**src/rtl/cache_pkg.sv**
```systemverilog
// Shared definitions for the L1 cache flush sequencer: state encodings and default geometry.
package cache_pkg;

  localparam int DEF_SETS_LOG2 = 6;
  localparam int DEF_WAYS_LOG2 = 1;

  localparam logic [2:0] ST_IDLE  = 3'd0;
  localparam logic [2:0] ST_READ  = 3'd1;
  localparam logic [2:0] ST_CHECK = 3'd2;
  localparam logic [2:0] ST_WB    = 3'd3;
  localparam logic [2:0] ST_INV   = 3'd4;
  localparam logic [2:0] ST_DONE  = 3'd5;

  typedef enum logic [2:0] {
    IDLE  = ST_IDLE,
    READ  = ST_READ,
    CHECK = ST_CHECK,
    WB    = ST_WB,
    INV   = ST_INV,
    DONE  = ST_DONE
  } flush_state_e;

endpackage

```
**src/rtl/flush_idx_counter.sv**
```systemverilog
// Line index counter for the flush walk: hold, synchronous clear, increment, async active-low reset.
module flush_idx_counter #(
  parameter int WIDTH = 7
) (
  input  logic             i_clk,
  input  logic             i_rst_n,
  input  logic             i_clr,
  input  logic             i_inc,
  output logic [WIDTH-1:0] o_count
);

  logic [WIDTH-1:0] r_count;

  always_ff @(posedge i_clk or negedge i_rst_n) begin
    if (!i_rst_n) begin
      r_count <= '0;
    end else if (i_clr) begin
      r_count <= '0;
    end else if (i_inc) begin
      r_count <= r_count + WIDTH'(1);
    end
  end

  assign o_count = r_count;

endmodule

```
**src/rtl/cache_flush_ctrl.sv**
```systemverilog
// Walks every cache line, writing back dirty lines through a req/ready handshake before invalidating each.
module cache_flush_ctrl
  import cache_pkg::*;
#(
  parameter int SETS_LOG2 = DEF_SETS_LOG2,
  parameter int WAYS_LOG2 = DEF_WAYS_LOG2
) (
  input  logic                           i_clk,
  input  logic                           i_rst_n,
  input  logic                           i_start,
  input  logic                           i_line_dirty,
  input  logic                           i_wb_ready,
  output logic                           o_busy,
  output logic                           o_done,
  output logic [SETS_LOG2-1:0]           o_set_idx,
  output logic [WAYS_LOG2-1:0]           o_way_idx,
  output logic                           o_tag_rd_en,
  output logic                           o_wb_req,
  output logic                           o_inv_en,
  output logic [SETS_LOG2+WAYS_LOG2:0]   o_wb_count
);

  localparam int N = SETS_LOG2 + WAYS_LOG2;

  flush_state_e r_state;
  logic [N:0]   r_wb_count;
  logic [N-1:0] w_idx;
  logic         w_clr;
  logic         w_inc;
  logic         w_last;

  assign w_last = (w_idx == {N{1'b1}});
  assign w_clr  = (r_state == IDLE) && i_start;
  assign w_inc  = (r_state == INV) && !w_last;

  flush_idx_counter #(.WIDTH(N)) u_idx (
    .i_clk   (i_clk),
    .i_rst_n (i_rst_n),
    .i_clr   (w_clr),
    .i_inc   (w_inc),
    .o_count (w_idx)
  );

  // wb_count is cleared only by an accepted start, so it still reports the last flush while idle.
  always_ff @(posedge i_clk or negedge i_rst_n) begin
    if (!i_rst_n) begin
      r_state    <= IDLE;
      r_wb_count <= '0;
    end else begin
      case (r_state)
        IDLE: begin
          if (i_start) begin
            r_state    <= READ;
            r_wb_count <= '0;
          end
        end
        READ:  r_state <= CHECK;
        CHECK: r_state <= i_line_dirty ? WB : INV;
        WB: begin
          if (i_wb_ready) begin
            r_state    <= INV;
            r_wb_count <= r_wb_count + (N+1)'(1);
          end
        end
        INV:     r_state <= w_last ? DONE : READ;
        DONE:    r_state <= IDLE;
        default: r_state <= IDLE;
      endcase
    end
  end

  assign o_busy      = (r_state != IDLE);
  assign o_done      = (r_state == DONE);
  assign o_tag_rd_en = (r_state == READ);
  assign o_wb_req    = (r_state == WB);
  assign o_inv_en    = (r_state == INV);
  assign o_way_idx   = w_idx[WAYS_LOG2-1:0];
  assign o_set_idx   = w_idx[N-1:WAYS_LOG2];
  assign o_wb_count  = r_wb_count;

endmodule

```
**config.mk**
```make
export PLATFORM = sky130hd
export DESIGN_NAME = cache_flush_ctrl
export DESIGN_NICKNAME = d
export VERILOG_FILES = /design/src/rtl/cache_pkg.sv /design/src/rtl/flush_idx_counter.sv /design/src/rtl/cache_flush_ctrl.sv
export SDC_FILE = /design/constraint.sdc
export NUM_CORES = 1
export LEC_CHECK = 0
export BUFFER_PORTS_ARGS = -buffer_cell sky130_fd_sc_hd__buf_4
export CAP_MARGIN = 15
export CORE_UTILIZATION = 45
export CTS_BUF_LIST = sky130_fd_sc_hd__clkbuf_8
export DETAILED_ROUTE_END_ITERATION = 10
export MAX_ROUTING_LAYER = met4
export PLACE_DENSITY = 0.83
export SYNTH_ARGS = -nofsm -noshare
export SYNTH_HDL_FRONTEND = slang
export SYNTH_SLANG_ARGS = --single-unit
```
**constraint.sdc**
```tcl
create_clock -name i_clk -period 1.49 [get_ports i_clk]
set_input_delay 0.2235 -clock i_clk [delete_from_list [all_inputs] [get_ports i_clk]]
set_output_delay 0.2235 -clock i_clk [all_outputs]
set_load 0.1 [all_outputs]
```
==> results.cfg, run 1 <==
[global_route]
grt_overflow = 0
grt_pass1_vias = 1164
grt_usage_pct = 31.7
grt_max_degree = 19
grt_antenna_before_repair = 0
grt_pass1_wl_um = 5810

[logic_synthesis]
syn_area_um2 = 1080
synth_top_family_by_area = simple AND/OR/NAND/NOR gates
synth_simple_gate_area_share_pct = 31.8
synthMuxAreaShare_pct = 5.54
yosys.area_share.xor_xnor_pct = 0
yosysUniqueCellTypes = 37
synth_compound_area_share_pct = 15.1
yosysTopAreaCellShare_pct = 41.6
seq_area_frac_synth_pct = 41.6
synthTopCellsByArea = dfrtp_1 (42%), nand2_1 (6.6%), mux2i_1 (5.5%), nand2b_1 (2.9%), o21ai_0 (2.8%)
syn_inst = 118
postSynthAreaPerCell_um2 = 9.18
synth_top_cell_by_area = dfrtp_1
ys_seq_elements = 18
synthAdderAreaFrac_pct = 2.31
syn-num-nets = 125
yosysWarnings = 0

[min_path]
hold_depth = 3
hold_path.startpoint = i_start
hold_end = r_state[0]
hold_class = input pin to flop

[power_and_ir_drop]
powerDensity_nw_per_um2 = 1980
p_leak_nw = 0.733
p_sw_mw = 1.79
irDropWorstVdd_v = 0.00186
clkPwrFrac_pct = 12.0
p_int_mw = 1.73
seqPwrFrac_pct = 21.8
switching_share_pct = 50.9
share_comb_of_total_power_pct = 66.2

[setup_path]
arrival_ns = 1.47
reg2reg_depth = 5
rrSetupSlack_ns = -0.18
path_class = flop to output port
r2r_end = o_wb_count[7]
endpoint_kind = output port
cp_max_fo = 12
rr_startpoint = r_state[1]
start_kind = flop
cp.required_ns = 1.27

[detailed_routing]
post-route-drc-count = 0
wire_per_inst_um = 22.2
vias = 1256
avgViaCountPerCell = 6.58
drt.antenna.violating_nets = 0
drt_iter0_markers = 79
drt-pass1-iter-count = 4
wirelength_um = 4240

[cells_and_area]
layout_common_cells = buf_4 (31), nand2_1 (16), dfrtp_4 (10), buf_6 (9), mux2i_1 (6)
mostFrequentLayoutCell = buf_4
antenna_cells = 0
fin_cells = 191
utilization_pct = 79.7
final_nets = 171
drive_gt1_share_pct = 58.3
synthToLayoutAreaGrowth_pct = 64.3

[placed_design]
gp_congestion = 0.844
dp_cells = 173
hpwl_um = 2030
portBuffers = 24

[clock_tree]
cts.reportedPaths.clkPinSlew_ns = 0.08
clk-insertion-delay-late_ns = 0.26
tritoncts = built
htree_num_levels = 1
root_buffer = clkbuf_8
clock_sinks = 18
numCtsBuffers = 3
clockBufferDepth = 2

[die]
dieArea_um2 = 2610
die_h_um = 51.1
coreArea_um2 = 2230
die_x_um = 51.1
ios = 25
start_util_pct = 48.5
num_rows = 17

[run_status]
violations = setup timing
outcome = complete, but fails checks

[sta]
rsz0062_at_grt = true
fin_skew_ns = 0.00630
relSlewSlack_pct = 77.8
finalHoldViolCount = 0
max_freq_mhz = 591
period_needed_ns = 1.69
fin_crit_sh_pct = 114
tightest_slew_ns = 0.329
setup_slack_ns = -0.203
drv_slew = 0
final-setup-viol-count = 18
hold_slack_ns = 0.297

[job]
maxCapViolations = 0
-- flip-flops by register name (all words and copies together), names as in the netlist --
| name | flops |
|---|---|
| o_wb_count | 8 |
| u_idx.o_count | 7 |
| r_state | 3 |
-- area by class of cell --
type | count | area, um^2
tap | 28 | 35.0
multi-input combinational | 90 | 731
clock buffer | 4 | 55.1
sequential | 18 | 493
fill | 124 | 453
inverter | 5 | 22.5
timing repair buffer | 46 | 444
-- power by group through the flow --
stage | registers, mW | logic [mW] | clock network (mW)
after floorplan | 1.08 | 0.880 | 0
after global placement | 0.737 | 1.58 | 0
final | 0.768 | 2.33 | 0.424
after global routing | 0.776 | 2.40 | 0.438
after detailed placement | 0.748 | 1.61 | 0
after CTS | 0.727 | 2.04 | 0.411
-- synth_stat cells --
| cell type | count |
|---|---|
| a2111oi_4 | 1 |
| a211oi_1 | 2 |
| a21oi_1 | 5 |
| a221o_1 | 2 |
| a311oi_1 | 1 |
| a31oi_1 | 1 |
| and2_1 | 3 |
| and3_1 | 2 |
| and3b_1 | 1 |
| and4_1 | 1 |
| and4bb_2 | 1 |
| buf_2 | 2 |
| clkbuf_1 | 3 |
| dfrtp_1 | 18 |
| ha_1 | 2 |
| inv_1 | 5 |
| mux2i_1 | 6 |
| nand2_1 | 19 |
| nand2b_1 | 5 |
| nand3_1 | 5 |
| nand3b_1 | 2 |
| nand4_1 | 3 |
| nand4b_1 | 1 |
| nor2_1 | 4 |
| nor2b_1 | 2 |
| nor3_1 | 2 |
| nor3b_1 | 1 |
| nor4b_1 | 1 |
| o2111ai_1 | 1 |
| o211ai_1 | 2 |
| o21ai_0 | 6 |
| o31ai_1 | 1 |
| or3_1 | 3 |
| or3b_4 | 1 |
| or4_1 | 1 |
| or4b_1 | 1 |
| or4bb_1 | 1 |
-- what timing repair did --
action,CTS,global route
hold endpoints to repair,18,0
cloned,1,0
resized for setup,31,23
pin swaps,5,7
endpoints found under the setup margin,12,20
buffers inserted,8,5
hold buffers,1,0
-- worst max path at each step --
stage | from | to | depth (start not counted)
floorplan | r_state[0] | o_tag_rd_en | 2
global placement | r_state[0] | o_wb_count[7] | 3
detailed placement | r_state[0] | o_wb_count[7] | 3
CTS | r_state[1] | o_busy | 3
global route | r_state[1] | o_wb_count[7] | 5
finish | r_state[0] | o_busy | 3
-- critical path, cell delays in order (launching register included) --
cell,delay (ns)
dfrtp_1,0.44
buf_4,0.21
or3_4,0.37
buf_12,0.18
-- through the flow --
stage	setup TNS (ns)	instance area, um^2	worst slack [ns]	power, mW
floorplan	-0.390	1170	-0.274	1.96
global placement	0	1420	0.0243	2.32
detailed placement	-0.0337	1420	-0.0118	2.36
CTS	-0.997	1670	-0.129	3.18
global route	-2.16	1780	-0.215	3.61
finish	-1.74	1780	-0.203	3.53
-- metal layers --
metal  vias to the layer above  GRT usage [%]  share of wire [%]
li1                        521              -                  -
met1                       618           39.6                 39
met2                        88           50.9                 49
met3                        29           4.46                6.1
met4                         0           14.4                6.4
met5                         -              -                  0
-- cells by family after synthesis --
group	after synthesis
simple gates	60
compound gates	22
flops	18
buf+inv	10
mux	6
fa+ha+maj	2
Note: power is estimated with default switching activity, not from simulation.
==> run 2, diff against run 1 <==
--- a/config.mk
+++ b/config.mk
@@ -11,7 +11,8 @@
 export CTS_BUF_LIST = sky130_fd_sc_hd__clkbuf_8
 export DETAILED_ROUTE_END_ITERATION = 10
 export MAX_ROUTING_LAYER = met4
-export PLACE_DENSITY = 0.83
+export PLACE_DENSITY = 0.84
 export SYNTH_ARGS = -nofsm -noshare
 export SYNTH_HDL_FRONTEND = slang
+export SYNTH_HIERARCHICAL = 1
 export SYNTH_SLANG_ARGS = --single-unit
==> results.cfg, run 2 <==
[run_status]
outcome = complete, but fails checks
violations = setup timing

[setup_path]
cp_max_fo = 5
endpoint_kind = flop
crit_slowest_cell = dfrtp_2
arrival_ns = 1.88
cp_slowest_stage_delay_ns = 0.48
cp.required_ns = 1.68
path_class = flop to flop
path_cells = nor2_4, and2_4, nor2b_4, nand4_1, or3_1, a21oi_2
start_kind = flop

[logic_synthesis]
synth_top_cell_by_area = dfrtp_1
seq_area_frac_synth_pct = 44.3
synthTopCellsByCount = dfrtp_1 (18), nor2_1 (14), nand2_1 (12)
async_flop_share_pct = 100
syn_area_um2 = 1020
synth_ff_type = dfrtp_1
synthTopCellsByArea = dfrtp_1 (44%), xor2_1 (6.0%), nor2_1 (5.2%), nand2_1 (4.4%), o21ai_0 (3.9%)
yosysWarnings = 6
postSynthAreaPerCell_um2 = 9.41
syn_inst = 108
ys_seq_elements = 18
yosysTopAreaCellShare_pct = 44.3
synth_edf_count = 0
syn-num-nets = 115
synth_most_common_cell = dfrtp_1
yosysUniqueCellTypes = 34

[sta]
fin_skew_ns = 0.00124
max_freq_mhz = 592
tightest_slew_ns = 0.332
drv_slew = 0
rsz0062_at_grt = true
setup_slack_ns = -0.199
final-setup-viol-count = 15
fin_crit_sh_pct = 113
finalHoldViolCount = 0
relSlewSlack_pct = 77.8
period_needed_ns = 1.69

[job]
maxCapViolations = 0

[detailed_routing]
avgViaCountPerCell = 5.50
wirelength_um = 3180
vias = 1039
drt_iter0_markers = 18
wire_per_inst_um = 16.8
drt.antenna.violating_nets = 0
post-route-drc-count = 0
drt-pass1-iter-count = 4

[die]
coreArea_um2 = 2040
die_x_um = 49.5
start_util_pct = 49.8
die_h_um = 49.5
ios = 25
dieArea_um2 = 2450
num_rows = 16

[power_and_ir_drop]
switching_share_pct = 47.9
p_int_mw = 1.71
seqPwrFrac_pct = 21.8
powerDensity_nw_per_um2 = 1940
share_comb_of_total_power_pct = 65.7
p_leak_nw = 0.767
clkPwrFrac_pct = 12.5
irDropWorstVdd_v = 0.00183
p_sw_mw = 1.57

[clock_tree]
clk-insertion-delay-late_ns = 0.26
tritoncts = built
clockBufferDepth = 2
numCtsBuffers = 3
cts.reportedPaths.clkPinSlew_ns = 0.07
htree_num_levels = 1
root_buffer = clkbuf_8
clock_sinks = 18

[cells_and_area]
utilization_pct = 82.7
largest_reg_flops = 8
synthToLayoutAreaGrowth_pct = 66.1
post-route-cell-area_um2 = 1690
layout_common_cells = buf_4 (43), nor2_1 (12), dfrtp_2 (12), nand2_1 (11), xor2_1 (7)
fill_cells = 119
drive_gt1_share_pct = 60.5
antenna_cells = 0
final_nets = 170
fin_cells = 189
final-seq-area_um2 = 484
multi_input_area_um2 = 619
mostFrequentLayoutCell = buf_4

[global_route]
grt_pass1_vias = 1032
grt_antenna_before_repair = 0
grt_pass1_wl_um = 4740
grt_overflow = 0
grt_usage_pct = 26.7
grt_max_degree = 19

[placed_design]
dpl-instance-area_um2 = 1410
gp_congestion = 0.829
dp_cells = 173
hpwl_um = 1840
portBuffers = 24

[min_path]
hold_class = input pin to flop
[run 2: changes by cell type in the layout (fill, tap and decap cells not counted), sizes merged, moves of 4 or more]
cell | before | now
nor2 | 4 | 14
o21ai | 6 | 10
nand2 | 19 | 12
mux2i | 6 | 1
xor2 | 0 | 7
buf | 45 | 53
[run 2: worst max-delay path: cells and delay by family (launching register included)]
kind | cells | cell delay [ns]
and+or+nand+nor | 5 | 1.02
DFF | 1 | 0.48
AOI/OAI and AO/OA | 1 | 0.13
[run 2: cell families (layout without fill, tap and decap cells)]
logic type | after synthesis | count (layout) | synth area share [%]
AND/OR/NAND/NOR | 51 | 51 | 28.1
AO/OA/AOI/OAI | 21 | 21 | 12.8
flip-flops | 18 | 18 | 44.3
XOR/XNOR | 9 | 9 | 7.76
buffers and inverters | 6 | 60 | 3.57
adder cells (fa/ha/maj) | 2 | 2 | 2.46
multiplexers | 1 | 1 | 0.985
[run 2: routing by layer]
metal / GRT usage, % / share of wire (%) / vias to the layer above
li1: - / - / 484
met1: 29.7 / 41 / 519
met2: 47.0 / 54 / 27
met3: 4.01 / 2.7 / 9
met4: 11.9 / 2.3 / 0
met5: - / 0 / -
[run 2: final cells by class]
type	instances	area share, %
Multi-Input combinational cell	84	36.7
Clock buffer	4	3.26
Tap cell	27	2.00
Sequential cell	18	28.7
Inverter	2	0.667
Timing Repair Buffer	54	28.7
[run 2: through the flow]
stage	total power, mW	hold slack (ns)	setup slack [ns]	TNS, ns
after floorplan	1.90	-0.0721	-0.427	-2.21
after global placement	2.27	0.103	-0.0233	-0.0552
after detailed placement	2.32	0.107	-0.0729	-0.278
after CTS	3.03	0.241	-0.106	-0.471
after global routing	3.39	0.294	-0.232	-1.88
final	3.28	0.262	-0.199	-0.980
[run 2: timing repair]
| item | CTS | global route |
|---|---|---|
| setup endpoints to repair | 15 | 18 |
| pin swaps | 10 | 7 |
| hold buffers | 1 | 0 |
| endpoints found under the hold margin | 18 | 0 |
| gates resized for setup | 27 | 11 |
| buffers inserted | 6 | 7 |
[run 2: final timing paths]
check                      cells after the start  slack, ns              from                to
setup reg to reg                               6      -0.20        r_state[1]  u_idx/o_count[5]
hold / removal                                 3       0.26           i_start        r_state[0]
max in group asynchronous                      2       0.90           i_rst_n     o_wb_count[2]
hold reg to reg                                2       0.57  u_idx/o_count[6]  u_idx/o_count[6]
min in group asynchronous                      2       0.37           i_rst_n     o_wb_count[3]
setup / recovery                               6      -0.20        r_state[1]  u_idx/o_count[5]
[run 2: power groups by stage]
stage	sequential, mW	clock (mW)	combinational [mW]
6_report	0.715	0.408	2.15
2_1_floorplan	0.907	0	0.995
4_1_cts	0.704	0.405	1.93
5_1_grt	0.725	0.424	2.24
3_3_place_gp	0.690	0	1.58
3_5_place_dp	0.699	0	1.63
